`config.mk`:
```
export PLATFORM = sky130hd
export DESIGN_NAME = spi_apb_regfile_fifo
export DESIGN_NICKNAME = d
export VERILOG_FILES = /design/src/rtl/spi_apb_pkg.sv /design/src/rtl/spi_sync_fifo.sv /design/src/rtl/spi_apb_regfile_fifo.sv
export SDC_FILE = /design/constraint.sdc
export NUM_CORES = 1
export LEC_CHECK = 0
export ABC_AREA = 1
export CAP_MARGIN = 5
export CORE_MARGIN = 2
export CORE_UTILIZATION = 60
export CTS_CLUSTER_DIAMETER = 40
export DETAILED_ROUTE_END_ITERATION = 16
export PLACE_DENSITY = 0.92
export SYNTH_ARGS = -nofsm -noshare
export SYNTH_HDL_FRONTEND = slang
export SYNTH_SLANG_ARGS = --single-unit
```
`constraint.sdc`:
```
create_clock -name PClk -period 2.9 [get_ports PClk]
set_input_delay 0.87 -clock PClk [delete_from_list [all_inputs] [get_ports PClk]]
set_output_delay 0.87 -clock PClk [all_outputs]
set_load 0.05 [all_outputs]
```
`src/rtl/spi_apb_pkg.sv`:
```
// Shared constants and types for the SPI APB register file: register map,
// write masks, reset values, status-register bit positions and APB FSM states.
package spi_apb_pkg;

  localparam logic [2:0] ADDR_CR1 = 3'd0;
  localparam logic [2:0] ADDR_CR2 = 3'd1;
  localparam logic [2:0] ADDR_BR  = 3'd2;
  localparam logic [2:0] ADDR_SR  = 3'd3;
  localparam logic [2:0] ADDR_DR  = 3'd5;

  localparam logic [7:0] CR1_MASK = 8'hFF;
  localparam logic [7:0] CR2_MASK = 8'h1B;
  localparam logic [7:0] BR_MASK  = 8'h77;

  localparam logic [7:0] CR1_RST = 8'h04;
  localparam logic [7:0] CR2_RST = 8'h00;
  localparam logic [7:0] BR_RST  = 8'h00;

  localparam int SR_SPIF    = 7;
  localparam int SR_SPTEF   = 5;
  localparam int SR_MODF    = 4;
  localparam int SR_RXOVF   = 3;
  localparam int SR_TXEMPTY = 2;

  typedef enum logic [1:0] {
    ST_IDLE   = 2'b00,
    ST_SETUP  = 2'b01,
    ST_ENABLE = 2'b10
  } apb_state_e;

  // Assemble the status register; unused positions read as zero.
  function automatic logic [7:0] sr_pack(input logic spif, input logic sptef,
                                         input logic modf, input logic rxovf,
                                         input logic txempty);
    logic [7:0] sr;
    sr = 8'h00;
    sr[SR_SPIF]    = spif;
    sr[SR_SPTEF]   = sptef;
    sr[SR_MODF]    = modf;
    sr[SR_RXOVF]   = rxovf;
    sr[SR_TXEMPTY] = txempty;
    return sr;
  endfunction

endpackage

```
`src/rtl/spi_sync_fifo.sv`:
```
// Single-clock FIFO used for the SPI TX and RX paths. A push into a full FIFO
// is accepted only when a pop of the head happens in the same cycle; a pop on
// an empty FIFO is ignored.
module spi_sync_fifo #(
  parameter int DATA_W     = 8,
  parameter int FIFO_DEPTH = 4
) (
  input  logic                              clk,
  input  logic                              rst_n,
  input  logic                              push,
  input  logic                              pop,
  input  logic [DATA_W-1:0]                 wdata,
  output logic [DATA_W-1:0]                 rdata,
  output logic                              full,
  output logic                              empty,
  output logic [$clog2(FIFO_DEPTH+1)-1:0]   count
);

  localparam int AW = $clog2(FIFO_DEPTH);
  localparam int CW = $clog2(FIFO_DEPTH + 1);
  localparam logic [CW-1:0] DEPTH_C = CW'(FIFO_DEPTH);

  logic [DATA_W-1:0] mem_r [FIFO_DEPTH];
  logic [AW-1:0]     wr_ptr_r;
  logic [AW-1:0]     rd_ptr_r;
  logic [CW-1:0]     count_r;
  logic              do_push_s;
  logic              do_pop_s;

  assign full  = (count_r == DEPTH_C);
  assign empty = (count_r == {CW{1'b0}});
  assign count = count_r;
  assign rdata = mem_r[rd_ptr_r];

  // Qualify push/pop against the occupancy seen at the start of the cycle.
  always_comb begin
    do_pop_s  = pop & ~empty;
    do_push_s = push & (~full | do_pop_s);
  end

  // Storage array write.
  always_ff @(posedge clk or negedge rst_n) begin
    if (!rst_n) begin
      for (int i = 0; i < FIFO_DEPTH; i++) begin
        mem_r[i] <= {DATA_W{1'b0}};
      end
    end else if (do_push_s) begin
      mem_r[wr_ptr_r] <= wdata;
    end
  end

  // Pointer and occupancy tracking; power-of-two depth lets pointers wrap.
  always_ff @(posedge clk or negedge rst_n) begin
    if (!rst_n) begin
      wr_ptr_r <= {AW{1'b0}};
      rd_ptr_r <= {AW{1'b0}};
      count_r  <= {CW{1'b0}};
    end else begin
      if (do_push_s) wr_ptr_r <= wr_ptr_r + AW'(1);
      if (do_pop_s)  rd_ptr_r <= rd_ptr_r + AW'(1);
      case ({do_push_s, do_pop_s})
        2'b10:   count_r <= count_r + CW'(1);
        2'b01:   count_r <= count_r - CW'(1);
        default: count_r <= count_r;
      endcase
    end
  end

endmodule

```
`src/rtl/spi_apb_regfile_fifo.sv`:
```
// APB register file for the SPI controller with TX/RX FIFOs, sticky receive
// overflow and slave-error reporting. Optional feature macro: SPI_APB_IRQ_EN
// (interrupt request and rxovf status); without it the interrupt is tied low
// and overflowing frames are dropped silently.
module spi_apb_regfile_fifo
  import spi_apb_pkg::*;
#(
  parameter int DATA_W     = 8,
  parameter int FIFO_DEPTH = 4
) (
  input  logic              PClk,
  input  logic              PRESETn,
  input  logic              PSEL,
  input  logic              PENABLE,
  input  logic              PWRITE,
  input  logic [2:0]        PADDR,
  input  logic [DATA_W-1:0] PWDATA,
  output logic [DATA_W-1:0] PRDATA,
  output logic              PREADY,
  output logic              PSLVERR,
  output logic [DATA_W-1:0] tx_data,
  output logic              tx_valid,
  input  logic              tx_pop,
  input  logic [DATA_W-1:0] rx_data,
  input  logic              rx_push,
  input  logic              tip,
  input  logic              SS,
  output logic              mstr,
  output logic              cpol,
  output logic              cpha,
  output logic              lsbfe,
  output logic              spe,
  output logic              spiswai,
  output logic [2:0]        sppr,
  output logic [2:0]        spr,
  output logic              spi_interrupt_request
);

  localparam int CW = $clog2(FIFO_DEPTH + 1);

  apb_state_e state_r;
  apb_state_e state_nxt_s;

  logic [7:0] cr1_r;
  logic [7:0] cr2_r;
  logic [7:0] br_r;

  logic              access_s;
  logic              err_s;
  logic              cr1_we_s;
  logic              cr2_we_s;
  logic              br_we_s;
  logic              sr_clr_s;
  logic              tx_push_s;
  logic              rx_pop_s;
  logic [DATA_W-1:0] rdata_s;

  logic              tx_full_s;
  logic              tx_empty_s;
  logic              rx_full_s;
  logic              rx_empty_s;
  logic [DATA_W-1:0] rx_head_s;
  logic [CW-1:0]     tx_count_s;
  logic [CW-1:0]     rx_count_s;

  logic       modf_s;
  logic       rxovf_s;
  logic [7:0] sr_s;

  spi_sync_fifo #(.DATA_W(DATA_W), .FIFO_DEPTH(FIFO_DEPTH)) u_tx_fifo (
    .clk   (PClk),
    .rst_n (PRESETn),
    .push  (tx_push_s),
    .pop   (tx_pop),
    .wdata (PWDATA),
    .rdata (tx_data),
    .full  (tx_full_s),
    .empty (tx_empty_s),
    .count (tx_count_s)
  );

  spi_sync_fifo #(.DATA_W(DATA_W), .FIFO_DEPTH(FIFO_DEPTH)) u_rx_fifo (
    .clk   (PClk),
    .rst_n (PRESETn),
    .push  (rx_push),
    .pop   (rx_pop_s),
    .wdata (rx_data),
    .rdata (rx_head_s),
    .full  (rx_full_s),
    .empty (rx_empty_s),
    .count (rx_count_s)
  );

  logic fifo_unused_s;
  assign fifo_unused_s = ^{tx_count_s, rx_count_s};

  assign tx_valid = ~tx_empty_s;
  assign access_s = (state_r == ST_ENABLE) & PSEL & PENABLE;
  assign PREADY   = (state_r == ST_ENABLE);
  assign PSLVERR  = err_s;
  assign PRDATA   = rdata_s;

  assign modf_s = ~SS & cr1_r[4] & cr2_r[4] & ~cr1_r[1];
  assign sr_s   = sr_pack(~rx_empty_s, ~tx_full_s, modf_s, rxovf_s, tx_empty_s);

  assign spe     = cr1_r[6];
  assign mstr    = cr1_r[4];
  assign cpol    = cr1_r[3];
  assign cpha    = cr1_r[2];
  assign lsbfe   = cr1_r[0];
  assign spiswai = cr2_r[1];
  assign sppr    = br_r[6:4];
  assign spr     = br_r[2:0];

  // APB phase tracking state register.
  always_ff @(posedge PClk or negedge PRESETn) begin
    if (!PRESETn) state_r <= ST_IDLE;
    else          state_r <= state_nxt_s;
  end

  // APB phase next-state logic.
  always_comb begin
    state_nxt_s = ST_IDLE;
    case (state_r)
      ST_IDLE: begin
        if (PSEL && !PENABLE) state_nxt_s = ST_SETUP;
        else                  state_nxt_s = ST_IDLE;
      end
      ST_SETUP:  state_nxt_s = ST_ENABLE;
      ST_ENABLE: begin
        if (PSEL && !PENABLE) state_nxt_s = ST_SETUP;
        else                  state_nxt_s = ST_IDLE;
      end
      default:   state_nxt_s = ST_IDLE;
    endcase
  end

  // Access decode: error policy, write strobes and read mux. Full/empty come
  // from registered FIFO state, so same-cycle core activity cannot mask an error.
  always_comb begin
    err_s     = 1'b0;
    cr1_we_s  = 1'b0;
    cr2_we_s  = 1'b0;
    br_we_s   = 1'b0;
    sr_clr_s  = 1'b0;
    tx_push_s = 1'b0;
    rx_pop_s  = 1'b0;
    rdata_s   = {DATA_W{1'b0}};
    if (access_s) begin
      case (PADDR)
        ADDR_CR1: begin
          if (PWRITE) begin
            if (tip) err_s = 1'b1;
            else     cr1_we_s = 1'b1;
          end else begin
            rdata_s = DATA_W'(cr1_r);
          end
        end
        ADDR_CR2: begin
          if (PWRITE) begin
            if (tip) err_s = 1'b1;
            else     cr2_we_s = 1'b1;
          end else begin
            rdata_s = DATA_W'(cr2_r);
          end
        end
        ADDR_BR: begin
          if (PWRITE) begin
            if (tip) err_s = 1'b1;
            else     br_we_s = 1'b1;
          end else begin
            rdata_s = DATA_W'(br_r);
          end
        end
        ADDR_SR: begin
          if (PWRITE) sr_clr_s = PWDATA[SR_RXOVF];
          else        rdata_s  = DATA_W'(sr_s);
        end
        ADDR_DR: begin
          if (PWRITE) begin
            if (tx_full_s) err_s     = 1'b1;
            else           tx_push_s = 1'b1;
          end else begin
            if (rx_empty_s) begin
              err_s = 1'b1;
            end else begin
              rdata_s  = rx_head_s;
              rx_pop_s = 1'b1;
            end
          end
        end
        default: err_s = 1'b1;
      endcase
    end else begin
      err_s = 1'b0;
    end
  end

  // Configuration registers, masked to their implemented bits.
  always_ff @(posedge PClk or negedge PRESETn) begin
    if (!PRESETn) begin
      cr1_r <= CR1_RST;
      cr2_r <= CR2_RST;
      br_r  <= BR_RST;
    end else begin
      if (cr1_we_s) cr1_r <= PWDATA[7:0] & CR1_MASK;
      if (cr2_we_s) cr2_r <= PWDATA[7:0] & CR2_MASK;
      if (br_we_s)  br_r  <= PWDATA[7:0] & BR_MASK;
    end
  end

`ifdef SPI_APB_IRQ_EN
  logic rxovf_r;
  logic ovf_set_s;

  // A frame is lost only if RX is full and no DR read frees a slot this cycle.
  assign ovf_set_s = rx_push & rx_full_s & ~rx_pop_s;

  // Sticky overflow flag; a new overflow wins over a same-cycle clear.
  always_ff @(posedge PClk or negedge PRESETn) begin
    if (!PRESETn)       rxovf_r <= 1'b0;
    else if (ovf_set_s) rxovf_r <= 1'b1;
    else if (sr_clr_s)  rxovf_r <= 1'b0;
    else                rxovf_r <= rxovf_r;
  end

  assign rxovf_s = rxovf_r;
  assign spi_interrupt_request = (cr1_r[7] & (sr_s[SR_SPIF] | sr_s[SR_MODF] | sr_s[SR_RXOVF]))
                               | (cr1_r[5] & sr_s[SR_SPTEF]);
`else
  logic irq_unused_s;
  assign irq_unused_s = ^{rx_full_s, sr_clr_s};
  assign rxovf_s = 1'b0;
  assign spi_interrupt_request = 1'b0;
`endif

endmodule

```
Word-level counts from Yosys, hierarchy flattened --
Cells that the tools add are included.
Operators by class: order comparisons 6, bitwise logic cells 21, multiplexer cells 47, reduce and logical (&&, ||, !) cells 12, equal/unequal tests 12, add/subtract/negate cells 8
Operators by type and width (count):
- 2-to-1 mux 8 bit | 11
- bitwise mux 32 bit | 2
- one-hot mux 8 bit (5 select lines) | 1
- binary-select mux 8 bit (select 2 bit) | 2
- demux 8 bit (select 2 bit) | 2
- 2-to-1 mux 1 bit | 23
- >= comparator 3 bit, second input constant | 4
- inverter 2 -> 3 bit | 4
- one-hot mux 3 bit (2 select lines) | 2
- bitwise AND 1 bit | 9
- == test 3 bit, second input constant | 3
- zero test 3 bit | 3
- adder 2 x 1 -> 2 bit, second input constant | 4
- 2-to-1 mux 7 bit | 1
- adder 3 x 1 -> 3 bit, second input constant | 2
- == test 2 x 1 -> 1 bit, second input constant | 3
- == test 2 bit, second input constant | 3
- == test 3 x 2 -> 1 bit, second input constant | 2
- < comparator 3 x 1 -> 1 bit, second input constant | 2
- inverter 1 bit | 6
- subtractor 3 x 1 -> 3 bit, second input constant | 2
- 2-to-1 mux 5 bit | 1
- one-hot mux 2 bit (2 select lines) | 1
- nonzero test 2 bit | 2
- other kinds (8) | 11
Word-level totals: input port bits 28, output and inout port bits 32, bits in registers 98

Depth between registers and ports, before layout --
depth in word-level cells 10, gate-level depth with buffers 12, gate-level depth less buffers 12

Hierarchy --
From an unflattened synthesis, not the netlist that was laid out.
Second synthesis, totals: cell total of the unflattened synthesis 662, area, all modules 5348.9 sq um
Modules (own cells, without submodules):
- spi_sync_fifo at u_rx_fifo | cells each 236, area each 2014.4 sq um, times used 1, seq. area each 975.9 sq um
- spi_sync_fifo at u_tx_fifo | cells each 236, area each 2011.9 sq um, times used 1, seq. area each 975.9 sq um
- spi_apb_regfile_fifo | cells each 190, area each 1322.5 sq um, times used 1, seq. area each 501.7 sq um

Worst setup path before layout --
Ideal clock, no wire load.
kind input port to output port, start in PENABLE, end out PSLVERR, stages on the path 4, slack -0.412 ns, arrival time 2.442 ns, buffers on the path 0, path through nand2_1 nor3_4 nand3_1 a211oi_1
Between the ends: cells in the longest elaborated chain, start to end 2
Ends and longest elaborated chain:
- from (decl) | line spi_apb_regfile_fifo.sv:14 | input logic PENABLE,
- bitwise AND 1 bit | line spi_apb_regfile_fifo.sv:98 | assign access_s = (state_r == ST_ENABLE) & PSEL & PENABLE;
- 2-to-1 mux 1 bit | line spi_apb_regfile_fifo.sv:149 | if (access_s) begin
- to (decl) | line spi_apb_regfile_fifo.sv:20 | output logic PSLVERR,
No other way between the ends.

Worst setup path after layout --
start in SS, end out PRDATA[4]
Between the ends: cells in the longest elaborated chain, start to end 7
Ends and longest elaborated chain:
- from (decl) | line spi_apb_regfile_fifo.sv:27 | input logic SS,
- inverter 1 bit | line spi_apb_regfile_fifo.sv:103 | assign modf_s = ~SS & cr1_r[4] & cr2_r[4] & ~cr1_r[1];
- bitwise AND 1 bit (3 in series) | line spi_apb_regfile_fifo.sv:103
- 2-to-1 mux 8 bit | line spi_apb_regfile_fifo.sv:176 | if (PWRITE) sr_clr_s = PWDATA[SR_RXOVF];
- one-hot mux 8 bit (5 select lines) | line spi_apb_regfile_fifo.sv:150 | case (PADDR)
- 2-to-1 mux 8 bit | line spi_apb_regfile_fifo.sv:149
- to (decl) | line spi_apb_regfile_fifo.sv:18 | output logic [DATA_W-1:0] PRDATA,
No other way between the ends.

==> flow_metrics.py <==
metrics = {
    "worst_setup_path": {
        "regToRegStartpoint": "u_tx_fifo.count[0]$_DFFE_PN0P_",
        "setup.worst_path.start_class": "primary input",
        "critPathBufInv": 3,
        "path_cells": "clkdlybuf4s50_1, nand3b_1, nor2_1, o21ai_1, nand4_1, nand2_2, inv_2, buf_12",
        "maximum_fanout_along_the_worst_path": 1,
        "r2r-end": "u_tx_fifo.count[2]$_DFFE_PN0P_",
        "cell_with_the_biggest_individual_delay_on_the_critical_path": "clkdlybuf4s50_1",
        "critical-path-max-stage-delay_ns": 0.50,
        "cp.arrival_ns": 2.06,
        "r2r_slack_ns": 0.43,
        "worstSetupEndpointType": "primary output",
        "required_ns": 2.03,
        "worst_r2r_path_depth": 11,
        "timing_worst_setup_path_type": "primary input to primary output",
        "critical_path.top_delay_family": "buffers and inverters",
    },
    "timing": {
        "timing.fmax_ghz": 0.341,
        "timing.final.max_slew_violations": 0,
        "rsz0062_at_grt": "true",
        "fin_crit_sh": 1.01,
        "timing.final.ws_setup_ns": -0.0349,
        "final_report_hold_violation_count": 0,
        "timing.final.setup_violations": 3,
        "final_period_minus_worst_setup_slack_ns": 2.93,
        "setup_tns_ns": -0.0867,
        "max_slew.worst_pin.slew_ns": 0.852,
        "worst_clock_skew_ns": 0.0120,
        "max-slew-margin-rel": 0.432,
    },
    "place": {
        "finalWeightedCongestion": 0.909,
        "dp_hpwl_microns": 8470,
        "count_of_buffers_from_port_buffering": 58,
        "placed_cells": 725,
        "preCtsSetupSlack_ns": -0.414,
    },
    "global_route": {
        "grt_max_degree": 68,
        "initial_antenna_violation_count": 0,
        "track_usage": 0.314,
        "gr-total-overflow": 0,
        "grt_first_pass_wirelength_microns": 21300,
        "grt_pass1_vias": 4438,
    },
    "logic_synthesis": {
        "ys_warn_count": 0,
        "share_of_the_synthesized_area_in_the_top_cell_type": 0.496,
        "post_synth_arst_share": 1.00,
        "yosysSeqAreaShare": 0.501,
        "synth_top_cell_by_area": "dfrtp_1",
        "synthesis.instances": 556,
        "predominant_post_synthesis_flop_cell": "dfrtp_1",
        "syn-num-nets": 595,
        "synth.top_cells.by_area": "dfrtp_1 (50%), nand2_1 (11%), o21ai_1 (5.1%)",
        "synth_edf_count": 0,
        "syn-mean-instance-area_sq_um": 8.80,
        "netlist-cell-type-count": 37,
        "synth_area_sq_um": 4890,
        "register_bit_count_reported_by_yosys": 98,
    },
    "detailed_routing": {
        "avgRoutedWirePerCell_microns": 18.3,
        "vias": 4533,
        "vias_per_cell": 6.06,
        "drc_errors": 0,
        "final_wirelength_microns": 13700,
        "drtIter0Drc": 574,
        "drt_pre_antenna_iters": 6,
        "drt.antenna.violating_nets": 0,
    },
    "job": {
        "max_cap_viols": 0,
    },
    "worst_hold_path": {
        "timing.hold.worst.class": "flip-flop to flip-flop",
        "holdPathStages": 1,
        "worst_hold_startpoint": "state_r[1]$_DFF_PN0_",
        "hold_path_end": "state_r[1]$_DFF_PN0_",
    },
    "floorplan": {
        "placeableCoreArea_sq_um": 7810,
        "rows": 32,
        "boundaryPins": 60,
        "die_height_microns": 94.3,
        "dieArea_sq_um": 8900,
        "initial_utilization": 0.627,
        "chipWidth_microns": 94.3,
    },
    "power": {
        "p_sw_w": 0.00202,
        "power.share.clock": 0.176,
        "pwr-share-seq": 0.395,
        "power.static_leakage_nw": 2.91,
        "vdd_ir_drop_max_v": 0.000408,
        "power_w": 0.00480,
        "internal_power_w": 0.00279,
        "netSwitchingFraction": 0.420,
        "power_density_nw_per_um2": 772,
        "share_comb_of_total_power": 0.429,
    },
    "finish": {
        "drive_above_1_share": 0.238,
        "area_delta_synth_final_pct": 27.2,
        "finish.net_count": 680,
        "n_antenna_cell": 0,
        "post_layout_nonfiller_instances": 748,
        "finalCoreUtilization": 0.797,
    },
    "clocking": {
        "cts_htree_levels": 3,
        "worstSkewPairLatency_ns": 0.37,
        "clockRootBuffer": "clkbuf_8",
        "number_of_buffers_inserted_during_clock_tree_synthesis": 9,
        "clkSlewWorstSetupHoldPaths_ns": 0.10,
        "clockBufferDepth": 2,
        "cts_tree": "yes",
        "clkSinkCount": 98,
        "ctsHoldBuffers": 0,
    },
    "outcome": {
        "violations_in_the_final_reports": "setup timing",
        "status": "finished with violations",
    },
}
## area by class of cell
class | count | area, sq um
clock buffers | 9 | 124
well taps | 102 | 128
fillers | 421 | 1580
multi-input cells | 390 | 2270
repair buffers | 94 | 1000
flip-flops and latches | 98 | 2450
clock inverters | 7 | 56.3
inverters | 48 | 191
## synth_stat cells (4+ instances only)
cell type  instances
nand2_1          144
o21ai_1           50
xor2_1             5
o21ai_2           28
a21oi_1           10
o22ai_1            8
dfrtp_1           97
ha_1               9
nand2_4            5
clkbuf_1           6
nand3_4            4
o21ai_0           37
nor2_1            45
inv_1             47
buf_6              9
nand3_1           20
## stage by stage
| step | instance area [sq um] | hold WS, ns |
|---|---|---|
| after global routing | 6220 | 0.452 |
| final | 6220 | 0.435 |
| after floorplan | 4920 | 0.402 |
| after detailed placement | 5860 | 0.422 |
| after global placement | 5860 | 0.416 |
| after CTS | 6130 | 0.434 |
## power by group through the flow
stage	sequential, W	clock [W]	combinational [W]
final	0.00189	0.000846	0.00206
after global routing	0.00192	0.000901	0.00222
after CTS	0.00187	0.000836	0.00200
after detailed placement	0.00189	0	0.00196
after global placement	0.00187	0	0.00186
after floorplan	0.00184	0	0.00128
## worst max path at each step
stage                  from        end  slack [ns]  cells after the start
global placement    PENABLE  PRDATA[0]       -0.35                      8
global route             SS  PRDATA[4]        -0.1                      8
CTS                      SS  PRDATA[4]       0.009                      8
detailed placement     PSEL  PRDATA[0]       -0.41                      8
floorplan           PENABLE  PRDATA[2]       -0.27                      6
finish                   SS  PRDATA[4]       -0.03                      8
## registers in the layout (all words and copies together) (netlist names)
name	count
u_rx_fifo.count	3
u_tx_fifo.rd_ptr_r	2
u_rx_fifo.mem_r	32
br_r	6
u_tx_fifo.wr_ptr_r	2
cr1_r	8
u_rx_fifo.rd_ptr_r	2
u_rx_fifo.wr_ptr_r	2
cr2_r	4
u_tx_fifo.count	3
u_tx_fifo.mem_r	32
state_r	2
## timing repair
action	CTS	global route
setup endpoints to repair	9	8
gates resized for setup	53	17
pin swaps	8	5
endpoints found under the hold margin	0	0
setup buffers	2	5
## routing by layer
layer / share of wire / vias to the layer above / routed length, microns / GRT usage
met2: 0.50 / 282 / 6810 / 0.519
met1: 0.38 / 2211 / 5230 / 0.414
li1: - / 1990 / - / -
met4: 0.032 / 0 / 439 / 0.139
met3: 0.087 / 50 / 1190 / 0.0474
met5: 0 / - / 0 / 0
## cell usage in the layout, fill, tap and decap left out, types with 3 or more instances in the layout
cell	count
buf_4	35
nand3_1	17
a21oi_1	6
nor2_2	3
ha_1	9
xor2_1	5
nor2_1	40
nand3_4	6
inv_2	4
a21oi_2	3
inv_4	3
nand2_1	140
dfrtp_1	96
buf_12	17
nand2_2	6
inv_6	3
clkdlybuf4s50_1	33
nand3_2	3
clkbuf_8	9
nand2_4	5
inv_1	40
buf_2	4
o21ai_1	52
o21ai_0	33
a31oi_4	3
o21ai_2	30
nand4_1	3
o22ai_1	8
## cell families after synthesis
| family | count (synthesis) | synth area share |
|---|---|---|
| AND/OR/NAND/NOR | 231 | 0.216 |
| AO/OA/AOI/OAI | 141 | 0.171 |
| flip-flops | 98 | 0.501 |
| buffers and inverters | 68 | 0.0685 |
| adder cells (fa/ha/maj) | 11 | 0.0312 |
| XOR/XNOR | 6 | 0.0107 |
| other | 1 | 0.000766 |
## worst reg2reg max path: stages (launching register included)
cell and delay (ns):
dfrtp_1 0.43, nor3_1 0.53, nor2_1 0.17, nand2_2 0.15, nor2_8 0.04, inv_1 0.06
ha_1 0.14, inv_1 0.06, fa_1 0.37, a21oi_1 0.15, o21ai_0 0.11, xor2_1 0.15
No activity file was read; power rests on OpenSTA's default activity.
